### config.mk
export PLATFORM = sky130hd
export DESIGN_NAME = dmem_lsu
export DESIGN_NICKNAME = d
export VERILOG_FILES = /design/src/rtl/dmem_pkg.sv /design/src/rtl/dmem_bram.sv /design/src/rtl/dmem_lsu.sv
export SDC_FILE = /design/constraint.sdc
export NUM_CORES = 2
export LEC_CHECK = 0
export CELL_PAD_IN_SITES_DETAIL_PLACEMENT = 1
export CELL_PAD_IN_SITES_GLOBAL_PLACEMENT = 1
export CORE_ASPECT_RATIO = 2
export CORE_UTILIZATION = 59
export DETAILED_ROUTE_END_ITERATION = 16
export GPL_ROUTABILITY_DRIVEN = 0
export PLACE_DENSITY_LB_ADDON = 0.1
export SYNTH_ARGS = -nofsm -noshare
export SYNTH_HDL_FRONTEND = slang
export SYNTH_HIERARCHICAL = 1
export SYNTH_SLANG_ARGS = --single-unit
### constraint.sdc
create_clock -name clk -period 7.81 [get_ports clk]
set_input_delay 1.562 -clock clk [delete_from_list [all_inputs] [get_ports clk]]
set_output_delay 1.562 -clock clk [all_outputs]
set_load 0.1 [all_outputs]
### src/rtl/dmem_pkg.sv
// Shared constants, types and the load-extension helper for the data memory / LSU.
package dmem_pkg;

  localparam logic [2:0] F3_B  = 3'b000;
  localparam logic [2:0] F3_H  = 3'b001;
  localparam logic [2:0] F3_W  = 3'b010;
  localparam logic [2:0] F3_BU = 3'b100;
  localparam logic [2:0] F3_HU = 3'b101;

  typedef enum logic [1:0] {
    IDLE,
    WAIT,
    RESP
  } state_t;

  // Everything about an accepted request that the response phase still needs.
  typedef struct packed {
    logic       load;
    logic       err;
    logic [2:0] funct3;
    logic [1:0] off;
  } rsp_meta_t;

  function automatic logic [31:0] load_extend(input logic [31:0] word,
                                              input logic [2:0]  funct3,
                                              input logic [1:0]  off);
    logic [7:0]  b;
    logic [15:0] h;
    logic [31:0] r;
    b = word[{off, 3'b000} +: 8];
    h = off[1] ? word[31:16] : word[15:0];
    case (funct3)
      F3_B:    r = {{24{b[7]}}, b};
      F3_H:    r = {{16{h[15]}}, h};
      F3_BU:   r = {24'h0, b};
      F3_HU:   r = {16'h0, h};
      default: r = word;
    endcase
    return r;
  endfunction

endpackage

### src/rtl/dmem_bram.sv
// DEPTH x 32 synchronous storage: per-byte write enables and a registered read port.
module dmem_bram #(
  parameter int DEPTH = 128,
  parameter int AW    = $clog2(DEPTH)
) (
  input  logic          clk,
  input  logic          we,
  input  logic [3:0]    be,
  input  logic          re,
  input  logic [AW-1:0] addr,
  input  logic [31:0]   wdata,
  output logic [31:0]   rdata
);

  logic [31:0] mem [DEPTH];

  // NOTE: the array and its read register have no reset so they map onto block RAM;
  // consumers only look at rdata after a read has been issued.
  always_ff @(posedge clk) begin
    if (we) begin
      for (int i = 0; i < 4; i++) begin
        if (be[i]) mem[addr][8*i +: 8] <= wdata[8*i +: 8];
      end
    end
    if (re) rdata <= mem[addr];
  end

endmodule

### src/rtl/dmem_lsu.sv
// Load/store unit front end over dmem_bram: request checking, byte lanes, latency FSM
// and load extension behind valid/ready request and response handshakes.
module dmem_lsu
  import dmem_pkg::*;
#(
  parameter int DEPTH  = 128,
  parameter int ADDR_W = 9,
  parameter int RD_LAT = 1
) (
  input  logic              clk,
  input  logic              rst_n,
  input  logic              req_valid,
  output logic              req_ready,
  input  logic              req_we,
  input  logic [2:0]        req_funct3,
  input  logic [ADDR_W-1:0] req_addr,
  input  logic [31:0]       req_wdata,
  output logic              rsp_valid,
  input  logic              rsp_ready,
  output logic [31:0]       rsp_rdata,
  output logic              rsp_err
);

  localparam int AW = $clog2(DEPTH);
  // One extra bit so DEPTH == 2**(ADDR_W-2) still fits as a compare limit.
  localparam logic [ADDR_W-2:0] DEPTH_LIM = (ADDR_W-1)'(DEPTH);
  localparam logic [2:0]        WAIT_INIT = 3'(RD_LAT - 1);

  state_t      state, state_nxt;
  logic [2:0]  cnt, cnt_nxt;
  logic        ready_en;
  rsp_meta_t   meta_q;

  logic        accept;
  logic        f3_ok;
  logic        misaligned;
  logic        out_of_range;
  logic        req_err;
  logic [1:0]  off;
  logic [3:0]  be;
  logic [31:0] wdata_lanes;
  logic [31:0] bram_q;

  assign off          = req_addr[1:0];
  assign out_of_range = {1'b0, req_addr[ADDR_W-1:2]} >= DEPTH_LIM;
  assign req_err      = !f3_ok || misaligned || out_of_range;
  assign accept       = req_valid && req_ready;

  // NOTE: every variable driven here gets a default first so no latch is inferred.
  always_comb begin
    f3_ok       = 1'b0;
    misaligned  = 1'b0;
    be          = 4'h0;
    wdata_lanes = req_wdata;
    case (req_funct3)
      F3_B: begin
        f3_ok       = 1'b1;
        be          = 4'b0001 << off;
        wdata_lanes = {4{req_wdata[7:0]}};
      end
      F3_H: begin
        f3_ok       = 1'b1;
        misaligned  = off[0];
        be          = 4'b0011 << off;
        wdata_lanes = {2{req_wdata[15:0]}};
      end
      F3_W: begin
        f3_ok      = 1'b1;
        misaligned = (off != 2'b00);
        be         = 4'hf;
      end
      F3_BU: f3_ok = !req_we;
      F3_HU: begin
        f3_ok      = !req_we;
        misaligned = off[0];
      end
      default: f3_ok = 1'b0;
    endcase
  end

  // Stores commit and loads read the array at the accept edge itself.
  dmem_bram #(
    .DEPTH (DEPTH),
    .AW    (AW)
  ) u_bram (
    .clk   (clk),
    .we    (accept && req_we && !req_err),
    .be    (be),
    .re    (accept && !req_we && !req_err),
    .addr  (req_addr[AW+1:2]),
    .wdata (wdata_lanes),
    .rdata (bram_q)
  );

  // NOTE: state registers use non-blocking assignments so every flop samples
  // pre-edge values regardless of process ordering.
  always_ff @(posedge clk or negedge rst_n) begin
    if (!rst_n) begin
      state    <= IDLE;
      cnt      <= 3'd0;
      ready_en <= 1'b0;
      meta_q   <= '0;
    end else begin
      state    <= state_nxt;
      cnt      <= cnt_nxt;
      ready_en <= 1'b1;
      if (accept) begin
        meta_q <= '{load: !req_we, err: req_err, funct3: req_funct3, off: off};
      end
    end
  end

  always_comb begin
    state_nxt = state;
    cnt_nxt   = cnt;
    req_ready = 1'b0;
    rsp_valid = 1'b0;
    rsp_err   = 1'b0;
    rsp_rdata = 32'h0;
    case (state)
      IDLE: begin
        req_ready = ready_en;
        if (accept) begin
          if (RD_LAT == 1) begin
            state_nxt = RESP;
          end else begin
            state_nxt = WAIT;
            cnt_nxt   = WAIT_INIT;
          end
        end
      end
      WAIT: begin
        if (cnt == 3'd1) state_nxt = RESP;
        else             cnt_nxt   = cnt - 3'd1;
      end
      RESP: begin
        rsp_valid = 1'b1;
        rsp_err   = meta_q.err;
        if (meta_q.load && !meta_q.err) begin
          rsp_rdata = load_extend(bram_q, meta_q.funct3, meta_q.off);
        end
        if (rsp_ready) state_nxt = IDLE;
      end
      default: state_nxt = IDLE;
    endcase
  end

endmodule

==> results_dict.tcl <==
set metrics [dict create \
    status "complete, but fails checks" \
    violations "capacitance limit, slew limit" \
    fmax_mhz 174 \
    gr-usage-met1 0.488 \
    critical_path_class "register to output pin" \
    avgSynthCellArea_sq_um 16.3 \
    cpMaxStageDelayCell "clkdlybuf4s50_1" \
    rsz0062_at_grt "no" \
    synth_cell_types 76 \
    via_per_inst 7.59 \
    dpl.hpwl_um 368000 \
    critical_path.top_delay_family "buffers and inverters" \
    period_minus_slack_ns 5.74 \
    ys_seq_area_frac 0.774 \
    initialDrtViolationCount 16000 \
    die_x_um 371 \
    grt-ovfl-total 0 \
    yosys_most_used_dff "edfxtp_1" \
    leakage_uw 0.0560 \
    grt_util_met2 0.688 \
    async_flop_share 0.00218 \
    fillers 23000 \
    place.port_buffers 83 \
    post_cts_buffers 0 \
    synth_seq_cells 4137 \
    syn_nets 9870 \
    final_cell_mix "edfxtp_1, nor2_1, a21oi_1" \
    initial_core_util 0.593 \
    fin_crit_sh 0.735 \
    ant_nets 0 \
    clock_latency_ns 0.97 \
    worst_slew_pin_slew_ns 1.53 \
    final-hold-violation-count 0 \
    antenna_found_initial 46 \
    htreeDepth 5 \
    grt-busiest-layer "met2" \
    multi_input_area_sq_mm 0.0331 \
    use_met3 0.101 \
    drv_slew 10 \
    grt_pass1_wl_um 826000 \
    layout-drive-gt1-share 0.133 \
    cp_num_buf_inv 1 \
    ys_warn_count 6 \
    power-per-cell-area_mw_per_mm2 256 \
    nets 10000 \
    cts-resized-gates 0 \
    dr.pass1.iters 8 \
    path_max_fanout 16 \
    cp_common_cell "a21oi_1" \
    grt_pass1_vias 108000 \
    utilization 0.660 \
    hold_class "register to register" \
    grt_max_degree 129 \
    clock_path_buffers 4 \
    io_pins 84 \
    drc_errors 0 \
    relSlewSlack -0.0233 \
    final-seq-area_sq_mm 0.124 \
    max_stage_delay_ns 1.21 \
    setup_tns_ns 0 \
    cts_tree "built" \
    worstPathCellList "nand2b_1, a21oi_1, o21ai_0, a21oi_1, clkdlybuf4s50_1" \
    rows 270 \
    fp.dieH_um 740 \
    clkTransAtPathRegs_ns 0.07 \
    cts_buffers 347 \
    root_buffer "clkbuf_16" \
    layout_commonest_cell "edfxtp_1" \
    netlist_instances 9821 \
    vias 105000 \
    dieArea_sq_mm 0.274 \
    timing.hold.ws_ns 0.503 \
    synth-edff-count 4128 \
    crit_arrival_ns 4.18 \
    synth_area_sq_mm 0.161 \
    wl_per_cell_um 43.5 \
    drt_wl_total_um 602000 \
    holdBufCountCts 0 \
    synthToLayoutAreaGrowth_pct 11.2 \
    track_usage 0.437 \
    cp.required_ns 6.25 \
    cp-end-kind "output pin" \
    setup_viol 0 \
    clock-sinks 4137 \
    worstSetupStartpointType "register" \
    maxCapViolCount 1 \
    core_sq_mm 0.271 \
    finalClockSkew_ns 0.0549 \
    ir_drop_mv 0.207 \
]
power by group:
group / internal [uW] / switching [uW] / leakage (uW)
logic: 759 / 2620 / 0.0135
registers: 24600 / 31.5 / 0.0372
clock network: 9570 / 8080 / 0.00539
total: 34900 / 10700 / 0.0560
metal layers:
| layer | up-vias | part of all wire |
|---|---|---|
| met5 | - | 0.00022 |
| met4 | 20 | 0.11 |
| met1 | 52900 | 0.30 |
| li1 | 40200 | - |
| met3 | 2810 | 0.12 |
| met2 | 9085 | 0.47 |
registers in the layout (all words and copies together), names as in the netlist:
| name | cells |
|---|---|
| u_bram/mem | 4096 |
| ready_en | 1 |
| meta_q | 7 |
| state | 1 |
| u_bram/rdata | 32 |
cells in the mapped netlist, types with 7 or more instances:
| library cell | n | share of area |
|---|---|---|
| nand3_1 | 10 | 0.00031 |
| a21oi_1 | 691 | 0.022 |
| nor3_1 | 20 | 0.00062 |
| a222oi_1 | 11 | 0.00069 |
| nor2b_1 | 36 | 0.0014 |
| a22o_1 | 27 | 0.0015 |
| clkbuf_1 | 341 | 0.0080 |
| o22ai_1 | 356 | 0.014 |
| a32oi_1 | 8 | 0.00044 |
| nand3b_1 | 7 | 0.00033 |
| nor2_1 | 835 | 0.020 |
| and2_1 | 16 | 0.00062 |
| o311ai_1 | 11 | 0.00060 |
| o221ai_1 | 41 | 0.0022 |
| nor4_1 | 7 | 0.00027 |
| o311ai_0 | 13 | 0.00071 |
| buf_6 | 15 | 0.0011 |
| a2111oi_0 | 17 | 0.00093 |
| a21o_1 | 17 | 0.00079 |
| buf_4 | 56 | 0.0026 |
| nand2b_1 | 9 | 0.00035 |
| a221o_1 | 22 | 0.0014 |
| o22a_1 | 28 | 0.0015 |
| mux2i_1 | 324 | 0.020 |
| and3_1 | 10 | 0.00039 |
| a32o_1 | 7 | 0.00044 |
| a22oi_1 | 582 | 0.027 |
| dfrtp_1 | 9 | 0.0014 |
| edfxtp_1 | 4128 | 0.77 |
| o21ai_0 | 338 | 0.011 |
| buf_2 | 273 | 0.0085 |
| mux4_2 | 67 | 0.0094 |
| a211oi_1 | 38 | 0.0018 |
| a211o_1 | 10 | 0.00055 |
| a221oi_1 | 656 | 0.036 |
| nand4_1 | 14 | 0.00055 |
| buf_1 | 117 | 0.0027 |
| o31ai_1 | 8 | 0.00037 |
| mux2_2 | 194 | 0.014 |
| nand2_1 | 361 | 0.0084 |
kinds of logic after synthesis:
| group | Yosys count | synth area share |
|---|---|---|
| simple gates | 1347 | 0.0339 |
| flops | 4137 | 0.774 |
| buf+inv | 812 | 0.0231 |
| other cells | 1 | 0.0000234 |
| mux | 586 | 0.0433 |
| compound gates | 2938 | 0.126 |
tightest hold or removal path: stages, from the launching register on:
cell and delay [ns]:
dfrtp_1 0.35, nand2_1 0.05, o21ai_0 0.07
cell type report:
cell class                 count  area share
inverter                       9    0.000301
clock buffer                 419      0.0511
multi-input combinational   4872       0.185
sequential                  4137       0.695
antenna                       47    0.000659
clock inverter               201      0.0110
tap                         3536      0.0248
timing repair buffer         611      0.0313
worst paths after layout:
| kind | startpoint | end | slack (ns) | cells after the start |
|---|---|---|---|---|
| worst max-delay path | meta_q[2] | rsp_rdata[1] | 2.07 | 5 |
| worst min-delay path | meta_q[6] | meta_q[6] | 0.50 | 2 |
| worst max register to register | state[1] | u_bram/mem[63][2] | 3.41 | 8 |
| worst min register to register | meta_q[6] | meta_q[6] | 0.50 | 2 |
| max in group asynchronous | rst_n | meta_q[6] | 6.56 | 1 |
| min in group asynchronous | rst_n | meta_q[5] | 0.95 | 1 |
stage by stage:
stage / area (sq um) / cells / power (uW) / setup slack (ns)
2_1_floorplan: 161000 / 9821 / 26700 / 1.25
3_3_place_gp: 167000 / 13200 / 28200 / 1.74
3_5_place_dp: 167000 / 13200 / 28300 / 1.73
4_1_cts: 178000 / 13800 / 45500 / 2.11
5_1_grt: 178000 / 13800 / 46200 / 1.91
6_report: 179000 / 13800 / 45600 / 2.07
(Power assumes the default switching activity.)
